## config.mk

```make
export PLATFORM = sky130hd
export DESIGN_NAME = exec_shift_seq
export DESIGN_NICKNAME = d
export VERILOG_FILES = /design/src/rtl/exec_shift_seq_pkg.sv /design/src/rtl/exec_shift.sv /design/src/rtl/exec_shift_seq.sv
export SDC_FILE = /design/constraint.sdc
export NUM_CORES = 1
export LEC_CHECK = 0
export CAP_MARGIN = 20
export CORE_MARGIN = 2
export CORE_UTILIZATION = 30
export CTS_CLUSTER_DIAMETER = 60
export DETAILED_ROUTE_END_ITERATION = 12
export PLACE_DENSITY_LB_ADDON = 0.05
export REMOVE_ABC_BUFFERS = 1
export SLEW_MARGIN = 20
export SYNTH_ARGS = -nofsm -noshare
export SYNTH_HDL_FRONTEND = slang
export SYNTH_HIERARCHICAL = 1
export SYNTH_SLANG_ARGS = --single-unit
```

## constraint.sdc

```tcl
create_clock -name iClk -period 8.4 [get_ports iClk]
set_input_delay 1.68 -clock iClk [delete_from_list [all_inputs] [get_ports iClk]]
set_output_delay 1.68 -clock iClk [all_outputs]
set_load 0.05 [all_outputs]
```

## src/rtl/exec_shift_seq_pkg.sv

```systemverilog
// Shared definitions for the iterative shift/rotate engine: op encodings, per-pass
// chunk limits, sequencer states and the chunk-size helper.
package exec_shift_seq_pkg;

  typedef enum logic [2:0] {
    OP_ROL = 3'd0,
    OP_ROR = 3'd1,
    OP_RCL = 3'd2,
    OP_RCR = 3'd3,
    OP_SHL = 3'd4,
    OP_SHR = 3'd5,
    OP_SAL = 3'd6,
    OP_SAR = 3'd7
  } shift_op_t;

  localparam logic [3:0] CHUNK_BYTE = 4'd7;
  localparam logic [3:0] CHUNK_WORD = 4'd15;

  typedef enum logic [1:0] {
    ST_IDLE = 2'd0,
    ST_RUN  = 2'd1,
    ST_DONE = 2'd2
  } state_t;

  // Largest shift the single-cycle shifter may do this pass without exceeding width-1.
  function automatic logic [3:0] chunk_of(input logic bw, input logic [7:0] remaining);
    logic [3:0] lim;
    lim = bw ? CHUNK_WORD : CHUNK_BYTE;
    return (remaining < {4'd0, lim}) ? remaining[3:0] : lim;
  endfunction

endpackage

```

## src/rtl/exec_shift.sv

```systemverilog
// Combinational 8086-style shifter/rotator for byte or word operands, count 1..width-1.
// CF is the last bit shifted out; OF follows the count-1 architectural definition.
module exec_shift
  import exec_shift_seq_pkg::*;
(
  input  logic [2:0]  func,
  input  logic        bw,
  input  logic [15:0] data,
  input  logic [3:0]  count,
  input  logic        var_cnt,
  input  logic        carry,
  output logic [15:0] result,
  output logic        carry_out,
  output logic        overflow
);

  logic [3:0]  amt;
  logic [7:0]  db;
  logic [16:0] wv, w_rcl, w_rcr, w_shl, w_shr, w_sar;
  logic [8:0]  bv, b_rcl, b_rcr, b_shl, b_shr, b_sar;
  logic [15:0] w_rol, w_ror, w_res;
  logic [7:0]  b_rol, b_ror, b_res;
  logic        w_cf, b_cf, msb, msb1, orig_msb;

  assign amt = var_cnt ? count : 4'd1;
  assign db  = data[7:0];
  assign wv  = {carry, data};
  assign bv  = {carry, db};

  always_comb begin
    w_rol = (data << amt) | (data >> (5'd16 - {1'b0, amt}));
    w_ror = (data >> amt) | (data << (5'd16 - {1'b0, amt}));
    w_rcl = (wv << amt) | (wv >> (5'd17 - {1'b0, amt}));
    w_rcr = (wv >> amt) | (wv << (5'd17 - {1'b0, amt}));
    w_shl = {1'b0, data} << amt;
    w_shr = {data, 1'b0} >> amt;
    w_sar = $signed({data, 1'b0}) >>> amt;
    b_rol = (db << amt) | (db >> (4'd8 - amt));
    b_ror = (db >> amt) | (db << (4'd8 - amt));
    b_rcl = (bv << amt) | (bv >> (5'd9 - {1'b0, amt}));
    b_rcr = (bv >> amt) | (bv << (5'd9 - {1'b0, amt}));
    b_shl = {1'b0, db} << amt;
    b_shr = {db, 1'b0} >> amt;
    b_sar = $signed({db, 1'b0}) >>> amt;
  end

  always_comb begin
    w_res = data;
    w_cf  = carry;
    b_res = db;
    b_cf  = carry;
    case (shift_op_t'(func))
      OP_ROL: begin w_res = w_rol; w_cf = w_rol[0];  b_res = b_rol; b_cf = b_rol[0]; end
      OP_ROR: begin w_res = w_ror; w_cf = w_ror[15]; b_res = b_ror; b_cf = b_ror[7]; end
      OP_RCL: begin w_res = w_rcl[15:0]; w_cf = w_rcl[16]; b_res = b_rcl[7:0]; b_cf = b_rcl[8]; end
      OP_RCR: begin w_res = w_rcr[15:0]; w_cf = w_rcr[16]; b_res = b_rcr[7:0]; b_cf = b_rcr[8]; end
      OP_SHL, OP_SAL: begin w_res = w_shl[15:0]; w_cf = w_shl[16]; b_res = b_shl[7:0]; b_cf = b_shl[8]; end
      OP_SHR: begin w_res = w_shr[16:1]; w_cf = w_shr[0]; b_res = b_shr[8:1]; b_cf = b_shr[0]; end
      OP_SAR: begin w_res = w_sar[16:1]; w_cf = w_sar[0]; b_res = b_sar[8:1]; b_cf = b_sar[0]; end
      default: ;
    endcase
  end

  assign result    = bw ? w_res : {8'd0, b_res};
  assign carry_out = bw ? w_cf : b_cf;
  assign msb       = bw ? w_res[15] : b_res[7];
  assign msb1      = bw ? w_res[14] : b_res[6];
  assign orig_msb  = bw ? data[15] : data[7];

  always_comb begin
    overflow = 1'b0;
    case (shift_op_t'(func))
      OP_ROL, OP_RCL, OP_SHL, OP_SAL: overflow = msb ^ carry_out;
      OP_ROR, OP_RCR:                 overflow = msb ^ msb1;
      OP_SHR:                         overflow = orig_msb;
      default:                        overflow = 1'b0;
    endcase
  end

endmodule

```

## src/rtl/exec_shift_seq.sv

```systemverilog
// Iterative shift engine: long counts are split into per-cycle chunks through one shifter.
// Latency accept-to-done = passes + 1 cycles; oReady low while running, requests then ignored.
module exec_shift_seq
  import exec_shift_seq_pkg::*;
#(
  parameter int ITER_EN = 1
)
(
  input  logic        iClk,
  input  logic        iRst_n,
  input  logic        iReq,
  output logic        oReady,
  input  logic [3:0]  iFunc,
  input  logic        iBW,
  input  logic [15:0] iData,
  input  logic [7:0]  iCount,
  input  logic        iMask,
  input  logic        iCarry,
  output logic        oDone,
  output logic [15:0] oResult,
  output logic        oCarry,
  output logic        oOverflow,
  output logic        oFlagsUpd
);

  state_t      state, state_nxt;
  logic [2:0]  func_q;
  logic        bw_q, carry_q, of_q, upd_q;
  logic [15:0] data_q;
  logic [7:0]  rem_q, eff_cnt;
  logic [3:0]  chunk;
  logic        mask_eff, accept;
  logic [15:0] sh_res;
  logic        sh_cf, sh_of;
  logic        unused_func_hi;

  assign unused_func_hi = iFunc[3];
  assign mask_eff = (ITER_EN != 0) ? iMask : 1'b1;
  assign eff_cnt  = mask_eff ? {3'b000, iCount[4:0]} : iCount;
  assign accept   = iReq & oReady;
  assign chunk    = chunk_of(bw_q, rem_q);

  always_ff @(posedge iClk) begin
    if (!iRst_n) state <= ST_IDLE;
    else         state <= state_nxt;
  end

  always_comb begin
    state_nxt = state;
    unique case (state)
      ST_IDLE, ST_DONE: begin
        if (iReq) state_nxt = (eff_cnt == 8'd0) ? ST_DONE : ST_RUN;
        else      state_nxt = ST_IDLE;
      end
      ST_RUN:  if (rem_q == {4'd0, chunk}) state_nxt = ST_DONE;
      default: state_nxt = ST_IDLE;
    endcase
  end

  always_comb begin
    oReady = 1'b1;
    oDone  = 1'b0;
    unique case (state)
      ST_RUN:  oReady = 1'b0;
      ST_DONE: oDone  = 1'b1;
      default: ;
    endcase
  end

  // The operand register doubles as the result register, so the final pass lands in oResult.
  always_ff @(posedge iClk) begin
    if (!iRst_n) begin
      func_q  <= 3'd0;
      bw_q    <= 1'b0;
      data_q  <= 16'd0;
      carry_q <= 1'b0;
      of_q    <= 1'b0;
      upd_q   <= 1'b0;
      rem_q   <= 8'd0;
    end else if (accept) begin
      func_q  <= iFunc[2:0];
      bw_q    <= iBW;
      data_q  <= iBW ? iData : {8'd0, iData[7:0]};
      carry_q <= iCarry;
      of_q    <= 1'b0;
      upd_q   <= (eff_cnt != 8'd0);
      rem_q   <= eff_cnt;
    end else if (state == ST_RUN) begin
      data_q  <= sh_res;
      carry_q <= sh_cf;
      of_q    <= sh_of;
      rem_q   <= rem_q - {4'd0, chunk};
    end
  end

  exec_shift u_shift (
    .func      (func_q),
    .bw        (bw_q),
    .data      (data_q),
    .count     (chunk),
    .var_cnt   (1'b1),
    .carry     (carry_q),
    .result    (sh_res),
    .carry_out (sh_cf),
    .overflow  (sh_of)
  );

  assign oResult   = data_q;
  assign oCarry    = carry_q;
  assign oOverflow = of_q;
  assign oFlagsUpd = upd_q;

endmodule

```

**Word-level counts from Yosys, hierarchy flattened**

Cells that the tools add are included.

- Flip-flop bits (word level): 33
- Output and inout bits: 21

- Eq/ne operators: 11
- Add/subtract/negate cells: 5
- Magnitude comparators: 1
- Bitwise logic cells: 12
- Shift operators: 22
- Mux-type cells: 26
- Reductions and logical operators: 10

Operator list:

| kind | count |
|---|---|
| $pmux 16 s7 | 1 |
| $mux 16 | 4 |
| $pmux 8 s7 | 1 |
| $or 17x17->17 | 2 |
| $shr 17x4->17 | 2 |
| $or 16x16->16 | 2 |
| $mux 8 | 3 |
| $or 9x9->9 | 2 |
| $shr 9x4->9 | 2 |
| $shl 16x4->17 | 1 |
| $shl 17x4->17 | 1 |
| $shl 17x5->17 | 1 |
| $shr 17x5->17 | 1 |
| $sshr 17x4->17 | 1 |
| $or 8x8->8 | 2 |
| $shl 16x4->16 | 1 |
| $shl 16x5->16 | 1 |
| $shl 8x4->8 | 2 |
| $shr 16x4->16 | 1 |
| $shr 16x5->16 | 1 |
| $shr 8x4->8 | 2 |
| $pmux 1 s7 | 2 |
| $eq 3x3->1 const B | 4 |
| $sub 5x4->5 const A | 2 |
| other kinds (30) | 45 |

**Logic depth before layout (Yosys ltp)**

Gate-level depths: netlist of run 1.

- Word-level depth: 10
- Gate-level depth with buffers: 23
- Gate-level depth less buffers: 18

**Cells and area by module**

Netlist of run 1, hierarchy kept.

Modules (own cells, without submodules):

| module | instances | seq. area each (um2) | cells each | area each (um2) |
|---|---|---|---|---|
| exec_shift | 1 | 0.0 | 1044 | 6576.3 |
| exec_shift_seq | 1 | 660.6 | 198 | 1773.0 |

**Least setup slack after synthesis of run 1**

OpenSTA, ideal clock, no wires.

- Path kind: reg-to-reg
- Start point: reg rem_q[4]
- End point: reg of_q (netlist: oOverflow)
- Clock period less this slack: 4413 ps
- Slack: 3987 ps
- Arrival time: 4337 ps
- Stages on the path, launching flop included: 23
- Cells stage by stage: dfxtp_1 > or3_4 > nor3_4 > nand2b_1 > and2_1 > buf_4 > buf_2 > buf_2 > buf_1 > inv_1 > ha_1 > and4bb_2 > a22oi_2 > or2_1 > buf_2 > o32ai_1 > nor4_1 > a311oi_2 > o21bai_2 > a211o_1 > nand3_1 > nand2_1 > a21boi_0

- Longest elaborated chain between the ends: 9

RTL lines:

| what | line | text |
|---|---|---|
| from (decl) | exec_shift_seq.sv:30 | `logic [7:0] rem_q, eff_cnt;` |
| from (signal assigned) | exec_shift_seq.sv:87 | `rem_q <= eff_cnt;` |
| from (signal assigned) | exec_shift_seq.sv:92 | `rem_q <= rem_q - {4'd0, chunk};` |
| $lt 8x4->1 (*) | exec_shift_seq_pkg.sv:29 | `return (remaining < {4'd0, lim}) ? remaining[3:0] : lim;` |
| $mux 4 (*) | exec_shift_seq_pkg.sv:29 |  |
| net chunk[1] | exec_shift_seq.sv:31 | `logic [3:0] chunk;` |
| $sub 5x4->5 (tied with other cells) | exec_shift.sv:33, exec_shift.sv:34 |  |
| $shl 17x5->17 (tied with other cells) | exec_shift.sv:34 | `w_rcr = (wv >> amt) \| (wv << (5'd17 - {1'b0, amt}));` |
| $or 17x17->17 (tied with other cells) | exec_shift.sv:34 |  |
| $pmux 16 s7 (tied with other cells) | exec_shift.sv:52 | `case (shift_op_t'(func))` |
| $mux 1, on equally long branches | exec_shift.sv:66, exec_shift.sv:67, exec_shift.sv:65 |  |
| $xor 1x1->1, on equally long branches | exec_shift.sv:74, exec_shift.sv:73 |  |
| $pmux 1 s3 (*) | exec_shift.sv:72 | `case (shift_op_t'(func))` |
| net sh_of | exec_shift_seq.sv:34 | `logic sh_cf, sh_of;` |
| to (signal assigned) | exec_shift_seq.sv:91 | `of_q <= sh_of;` |
| to (decl) | exec_shift_seq.sv:28 | `logic bw_q, carry_q, of_q, upd_q;` |

Mark *: on every way through the listed nets, which the timed path passes. The rest lies on a longest branch.
A chain may end at the register's enable or synchronous reset.

**Final worst setup path of run 1**

- Start point: reg bw_q
- End point: reg of_q (netlist: oOverflow)

- Longest elaborated chain between the ends: 10

RTL lines:

| what | line | text |
|---|---|---|
| from (decl) | exec_shift_seq.sv:28 |  |
| from (signal assigned) | exec_shift_seq.sv:82 | `bw_q <= iBW;` |
| $mux 4 (*) | exec_shift_seq_pkg.sv:28 | `lim = bw ? CHUNK_WORD : CHUNK_BYTE;` |
| $lt 8x4->1 (*) | exec_shift_seq_pkg.sv:29 |  |
| $mux 4 (*) | exec_shift_seq_pkg.sv:29 |  |
| net chunk[1] | exec_shift_seq.sv:31 |  |
| $sub 5x4->5 (tied with other cells) | exec_shift.sv:33, exec_shift.sv:34 |  |
| $shl 17x5->17 (tied with other cells) | exec_shift.sv:34 |  |
| $or 17x17->17 (tied with other cells) | exec_shift.sv:34 |  |
| $pmux 16 s7 (tied with other cells) | exec_shift.sv:52 |  |
| $mux 1, on equally long branches | exec_shift.sv:66, exec_shift.sv:67, exec_shift.sv:65 |  |
| $xor 1x1->1, on equally long branches | exec_shift.sv:74, exec_shift.sv:73 |  |
| $pmux 1 s3 (*) | exec_shift.sv:72 |  |
| net sh_of | exec_shift_seq.sv:34 |  |

Marked as above.

==> impl.org, run 1 <==
** STA
- Transition time at the pin with the least slew margin :: 1210 ps
- Derived from the worst setup path, the maximum achievable clock frequency is 177 MHz.
- In the post-route analysis, the smallest setup slack over all paths is 2760 ps.
- Final critical path time including I/O delays and setup :: 5640 ps
- Number of setup violations in the final report :: 0
- Hold is met by 482 ps.
- Setup repair after global routing left no endpoint under its margin.
- The number of max-slew violations in the final report was 0.
- Hold violation total from the final report :: 0
- Setup clock skew after layout :: 16.1 ps
- Setup Total Neg Slack :: 0 ps
- Final worst-path cycle share :: 0.672
- Measured against its own limit, the worst slew margin works out to 0.185.

** Synthesis
- Top cell type by total area after synthesis :: mux2i_1
- Each instance of the synthesized netlist takes up on average 6.72 um^2.
- For this run, the leading register cell type out of synthesis is dfxtp_1.
- By area, the combinational part of the netlist is dominated by compound AO/OA/AOI/OAI gates.
- Cell types with the largest area share after synthesis :: mux2i_1, dfxtp_1, a21oi_1, nand2_1, nor2_1
- The complex-gate fraction of the synthesized area came to 0.399.
- Of the total synthesized cell area, the portion taken by AND, OR, NAND and NOR gates is 0.263.
- Of the total synthesized cell area, the portion taken by full adders, half adders and majority gates is 0.00749.
- Counting distinct cell types in the post-synthesis netlist gives 107.
- Number of flops mapped to enable cells by yosys :: 0
- Synthesis handed over a netlist of 1242 instances.
- The cell area that synthesis handed to floorplanning was 0.00835 mm^2.
- Total of flip-flops plus latches after synthesis :: 33
- Proportion of netlist area held by the largest area contributor :: 0.0971
- Measured against the total synthesized area, the mux share comes to 0.161.
- After synthesis, the share of flip-flops with an asynchronous set or reset is 0.
- Sequential fraction of the synthesis area :: 0.0791
- Synthesized-area fraction occupied by xor and xnor cells :: 0.0112
- Synth Warn # :: 6

** Final layout
- In the final layout, flip-flops and latches occupy 661 um^2.
- Area growth from synthesis to layout :: 12.8%
- Total area of multi-input combinational cells :: 0.00708 mm^2
- The net count of the finished layout is 1271.
- Of the cells placed in the final design, the portion with a size suffix greater than 1 is 0.103.
- The layout has 3128 filler cells.

** Clock network
- Cts hold-fix bufs :: 0
- Clk_lat worst skew :: 310 ps
- Gates resized during post-CTS repair numbered 0.
- Master cell of the clock root buffer :: clkbuf_16
- Buffers inserted during clock tree synthesis total 5.
- After clock tree synthesis, the clock-pin slew on the worst setup and hold paths is 70 ps.
- Post-CTS Setup Inserts :: 0
- Buffer levels on the longest clock path :: 2
- H-tree depth :: 2
- TritonCTS clock tree :: yes
- Clock tree synthesis found a total of 33 sinks.

** Power and ir drop
- In this run the static leakage power is 0.00356 uW.
- Overall Power :: 2740 uW
- Power spread over the standard cell area amounts to 291 mW/mm^2.
- Peak supply drop :: 0.234 mV

** Drt
- In the routed layout, each cell is associated on average with a via count of 7.02.
- The pre-antenna-repair detailed-routing pass consisted of 6 iterations.
- Count of antenna-violating nets left after detailed routing :: 0
- After the first detailed-routing iteration, the DRC count stood at 1992.
- Final routed wire length divided by cell count :: 36.4 um
- Total DRC errors in the routed layout :: 0
- For this block, the routed nets add up to 58.7 mm of wire.
- Via count :: 11300

** Setup path
- The setup path with the least slack is of type flop to flop.
- Worst path bufs/invs :: 4
- The critical path goes through buf_4 -> inv_1 -> ha_1 -> nor3_4 -> nand2b_2 -> and2_2 -> inv_2 -> ha_1 -> xnor2_4 -> buf_4 -> mux2i_1 -> a22oi_1 -> a41o_1 -> a41oi_1 -> o211ai_1 -> a32oi_1 -> nand3_1 -> nand2_1 -> a21boi_0.
- For this run, the slowest stage of the critical path takes 560 ps.
- Of all nets on the critical path, the largest fanout is 22.
- Required time of the critical path :: 8630 ps
- Slowest cell on the critical path :: inv_2
- Launching point of the worst reg2reg path :: bw_q
- Data on the critical path arrives at its endpoint at 5870 ps.
- Across all register-to-register paths, the minimum setup slack is 2760 ps.
- Reg2reg path depth :: 19
- Setup crit end kind :: flop
- Type of element launching the critical path :: flop
- Critical R2R Capture :: oOverflow
- On the critical path the largest part of the delay comes from compound AO/OA/AOI/OAI gates.

** Worst hold path
- The worst hold path begins at oOverflow.
- The worst hold path terminates at oOverflow.
- Hold path cells :: 2
- The worst hold path belongs to the class flop to flop.

** Floorplanning
- Effective utilization at floorplan :: 0.302
- DIE HEIGHT :: 171 um
- The floorplan step defined a die boundary enclosing 0.0292 mm^2.
- Core outline area :: 0.0276 mm^2
- The floorplan has 61 rows.
- In this run the horizontal extent of the chip is 171 um.
- 55 I/O pins were placed.

** Flow run
- Max-cap violations in this run came to 0.

** GRT
- The number of antenna violations at the first check in global routing was 3.
- In the global route stage, overall resource usage came out at 0.399.
- Aggregate global routing overflow :: 0
- The via count of the first global-routing pass is 10300.
- Pin count of the biggest net entering global routing :: 57
- Global-route wire length before repair :: 82.2 mm

** Placed design
- Routability-driven placement finished with a final weighted congestion of 1.10.
- Once detailed placement completed, the half-perimeter wirelength came to 42.2 mm.
- Worst Setup Slack post-DPL :: 2980 ps
- Port buffer count :: 53

** Status
- The flow ran to the end, and the final reports show no timing, DRC or antenna violations.
-- power by group --
group | total (uW) | switching (uW) | internal [uW]
logic | 2260 | 1590 | 672
clock network | 235 | 94.2 | 141
registers | 240 | 61.8 | 179
-- stage by stage --
stage | std cells | cell area [um^2] | util
CTS | 1611 | 9420 | 0.341
global placement | 1602 | 9220 | 0.334
finish | 1612 | 9420 | 0.341
floorplan | 1119 | 7790 | -
global route | 1611 | 9420 | 0.341
detailed placement | 1603 | 9250 | 0.335
-- cells in the final DEF, fill, tap and decap left out, drive strengths merged, types with 7 or more instances in the layout --
master and count:
and3b 7, conb 8, a311oi 7, clkdlybuf4s50 53, a22oi 14, or3 7
nand3 26, a22o 8, a221oi 19, o221ai 14, mux2 11, o22ai 18
a21boi 12, dfxtp 33, nand4 7, inv 20, nor2b 10, nand2b 20
o211ai 19, a21oi 115, o21a 10, o21ai 83, o31ai 10, nor3 34
nand2 149, nor3b 15, mux4 17, a211oi 38, a21o 7, nor2 126
mux2i 82, buf 53, o211a 16, a211o 10, a31oi 19, and3 17
o32ai 7, and2 16
-- worst reg2reg max path, cell delays in order (launching register included) --
cell	delay (ps)
dfxtp_1	300
buf_4	290
inv_1	100
ha_1	280
nor3_4	370
nand2b_2	100
and2_2	380
inv_2	580
ha_1	570
xnor2_4	350
buf_4	350
mux2i_1	130
a22oi_1	380
a41o_1	370
a41oi_1	180
o211ai_1	330
a32oi_1	150
nand3_1	140
nand2_1	60
a21boi_0	160
-- worst max path at each step --
stage,endpoint,from,cells past startpoint,slack (ps)
2_1_floorplan,oOverflow,bw_q,17,2060
3_3_place_gp,oOverflow,bw_q,19,2950
3_5_place_dp,oOverflow,bw_q,19,2980
4_1_cts,oOverflow,bw_q,19,2940
5_1_grt,oOverflow,bw_q,19,2580
6_report,oOverflow,bw_q,19,2760
-- layout make-up --
cell class,instances,area share
antenna,1,0.000266
clock buffer,5,0.0133
clock inverter,3,0.00491
inverter,21,0.00837
multi-input combinational,1065,0.752
sequential,33,0.0701
tap,378,0.0502
timing repair buffer,106,0.101
-- cell usage after synthesis, types with 18 or more instances --
master    number
nor3_1        33
nand2b_1      19
a21oi_1      112
a31oi_1       19
buf_2         35
clkbuf_1      74
nand2_1      148
nand3_1       26
mux2i_1       81
o22ai_1       18
o21ai_0       69
o211ai_1      19
nor2_1       125
dfxtp_1       33
a221oi_1      18
a211oi_1      37
-- flip-flops by register name, summed over array words and instances, names as in the netlist --
register	cells
oResult	16
oOverflow	1
bw_q	1
rem_q	8
oFlagsUpd	1
func_q	3
state	2
oCarry	1
-- layer usage --
| layer | GRT usage | part of all wire |
|---|---|---|
| met1 | 0.532 | 0.41 |
| met5 | 0 | 0.00022 |
| met2 | 0.580 | 0.41 |
| met3 | 0.102 | 0.11 |
| met4 | 0.232 | 0.071 |
-- logic make-up (layout without fill, tap and decap cells) --
group / Yosys count / after routing
buf+inv: 151 / 135
simple gates: 455 / 455
compound gates: 481 / 481
mux: 110 / 110
xor+xnor: 6 / 6
flops: 33 / 33
other cells: 1 / 9
fa+ha+maj: 5 / 5
Power figures use the tool's default switching activity.
==> run 2: changes to the inputs <==
Clock period 8.4 ns to 5.9 ns, I/O delays scaled along.
==> run 2 against run 1 <==
Compared with the run above: worst hold slack better by 9.0 ps; critical path depth shrank 4; core utilization up 0.34 points; sequential power increased by 35%; maximum frequency is 12% higher; design area up 1.0%; critical path type unchanged; largest power group unchanged.
==> impl.org, run 2 (synthesis results as in run 1) <==
** Setup path
- Critical-path cell list :: or3_4 -> nor3_4 -> nand2b_1 -> buf_4 -> xor2_1 -> and2_1 -> buf_4 -> a31oi_1 -> a21oi_1 -> o32a_1 -> a21oi_1 -> nor2_1 -> o221ai_1 -> a32o_1 -> o211a_1
- The critical path runs through a total of 15 cells.
- Worst path bufs/invs :: 2
- Of all nets on the critical path, the largest fanout is 28.
- Reg2reg path depth :: 15
- Slowest cell on the critical path :: xor2_1
- The worst setup path is captured at a flop.
- Type of element launching the critical path :: flop
- Crit-path leading delay family :: compound AO/OA/AOI/OAI gates
- Category of the critical setup timing path :: flop to flop
- Required time of the critical path :: 6090 ps
- On the worst path, the slowest cell contributes a delay of 560 ps.
- STA puts the critical path data arrival time at 5230 ps.

** Final layout
- Commonest cells after routing, fill and taps aside :: nand2_1, nor2_1, a21oi_1
- After the last flow step, the layout net total stands at 1286.
- The register with the most flip-flops in the layout has 16 of them.
- At the end of the flow the core is filled with cells to 0.344.
- Share of post-route cells with drive strength above 1 :: 0.113
- Leading cell type in the layout, fill and taps excluded :: nand2_1
- Fill cell instance count of the final layout :: 3161
- From synthesis to final layout, the design area changed by 14.0%.

** Placed design
- Final GP Congestion :: 1.06
- Buffers placed on the I/O ports in this run total 53.
- Once detailed placement completed, the half-perimeter wirelength came to 42.8 mm.

** Drt
- Once detail routing completed, the nets flagged for antenna violations numbered 0.
- Starting DRC count in detailed routing :: 1911
- The final layout contains routed wiring with a total length of 59.0 mm.
- For this block, the via count after detailed routing is 11300.
- Length of the first detailed-routing pass in iterations :: 6
- For this run, design rule violations remaining after detail routing come to 0.
- After detailed routing, the number of vias per cell comes to 6.97.
- After detailed routing, the average wire length per cell comes to 36.3 um.

** Status
- Run status :: finished clean

** GRT
- The number of antenna violations at the first check in global routing is 1.
- In the global route stage, overall resource usage came out at 0.399.
- Pin count of the biggest net entering global routing :: 49
- The via count of the first global-routing pass was 10300.
- Global-route wire length before repair :: 81.6 mm
- Aggregate global routing overflow :: 0

** Flow run
- The tool flagged a number of max-cap violations equal to 0.

** Clock network
- Buffer levels on the longest clock path :: 2
- The number of gates resized after CTS was 0.
- Post-CTS Setup Inserts :: 0
- After clock tree synthesis, the clock-pin slew on the worst setup and hold paths is 60 ps.
- TritonCTS clock tree :: yes
- The H-tree was split into 2 levels.
- Cts hold-fix bufs :: 0
- Clock latency on the worst-skew pair, taken at its later pin, is 290 ps.
- Number of buffers inserted during clock tree synthesis :: 5
- Master cell of the clock root buffer :: clkbuf_16
- For this design, the sink count on the clock tree is 33.

** Floorplanning
- The die is 171 um wide.
- Top-level port count :: 55
- Core outline area :: 0.0276 mm^2
- Effective utilization at floorplan :: 0.302
- Area enclosed by the die boundary :: 0.0292 mm^2
- Row count :: 61
- The die is 171 um tall.

** STA
- Number of slew-limit violations in the final report :: 0
- Max Clock Freq :: 198 MHz
- Transition time at the pin with the least slew margin :: 1220 ps
- Final critical path time including I/O delays and setup :: 5040 ps
- For the final routed database, the setup TNS stands at 0 ps.
- Setup clock skew after layout :: 8.43 ps
- The number of failing hold endpoints at the final stage was 0.
- Worst slack on hold paths :: 491 ps
- Final worst-path cycle share :: 0.855
- In this run the tightest slew margin relative to its limit is 0.184.
- Setup violations remaining at the end of the flow were counted as 0.
- Setup repair after global routing missed its margin :: false

** Power and ir drop
- Switch share :: 0.632
- Net switching power :: 2490 uW
- Power density over cell area :: 413 mW/mm^2
- Clk pwr share :: 0.082
- Internal power :: 1440 uW
- Of the total power, registers draw 0.082.
- The worst-case IR drop observed on VDD is 0.347 mV.
- Lkg Pwr :: 0.00363 uW
- Overall Power :: 3930 uW
- Of the total power, combinational logic draws 0.836.

** Worst hold path
- Hold path cells :: 2
- In this run the worst hold path is classified as flop to flop.
run 2: changes by cell type in the layout (fill, tap and decap cells not counted), sizes merged:
cell / before / now
buf: 53 / 68
clkbuf: 5 / 6
clkinv: 2 / 1
run 2: power groups by stage:
stage | clock [uW] | combinational, uW | sequential (uW)
after global routing | 338 | 3350 | 326
after global placement | 0 | 3140 | 326
after floorplan | 0 | 1700 | 393
final | 322 | 3280 | 324
after CTS | 327 | 3100 | 321
after detailed placement | 0 | 3090 | 325
run 2: path summary, 6_finish.rpt:
kind                  start    endpoint  slack (ps)
setup reg to reg   rem_q[4]  oResult[4]         860
hold reg to reg   oOverflow   oOverflow         490
setup / recovery   rem_q[4]  oResult[4]         860
hold / removal    oOverflow   oOverflow         490
run 2: routing by layer:
layer | track usage | vias up | routed length (um)
met4 | 0.224 | 2 | 4320
met1 | 0.530 | 5479 | 23800
met5 | 0 | - | 11
li1 | - | 4739 | -
met3 | 0.110 | 210 | 7010
met2 | 0.578 | 916 | 23900
run 2: through the flow:
step	std cells	instance area (um^2)	setup slack (ps)
after floorplan	1119	7790	-439
after detailed placement	1618	9340	1080
after CTS	1626	9510	1050
after global routing	1626	9510	729
final	1627	9510	856
after global placement	1618	9340	1050
run 2: area by class of cell:
| class | instances | area, um^2 | area share |
|---|---|---|---|
| Sequential cell | 33 | 661 | 0.0694 |
| Inverter | 21 | 78.8 | 0.00829 |
| Timing Repair Buffer | 121 | 1050 | 0.111 |
| Tap cell | 378 | 473 | 0.0497 |
| Antenna cell | 1 | 2.50 | 0.000263 |
| Clock buffer | 6 | 139 | 0.0146 |
| Clock inverter | 2 | 37.5 | 0.00395 |
| Multi-Input combinational cell | 1065 | 7070 | 0.743 |
run 2: tightest hold or removal path: stages (launching register included):
cell	delay [ps]
dfxtp_1	310
nand3_1	60
a21boi_0	70
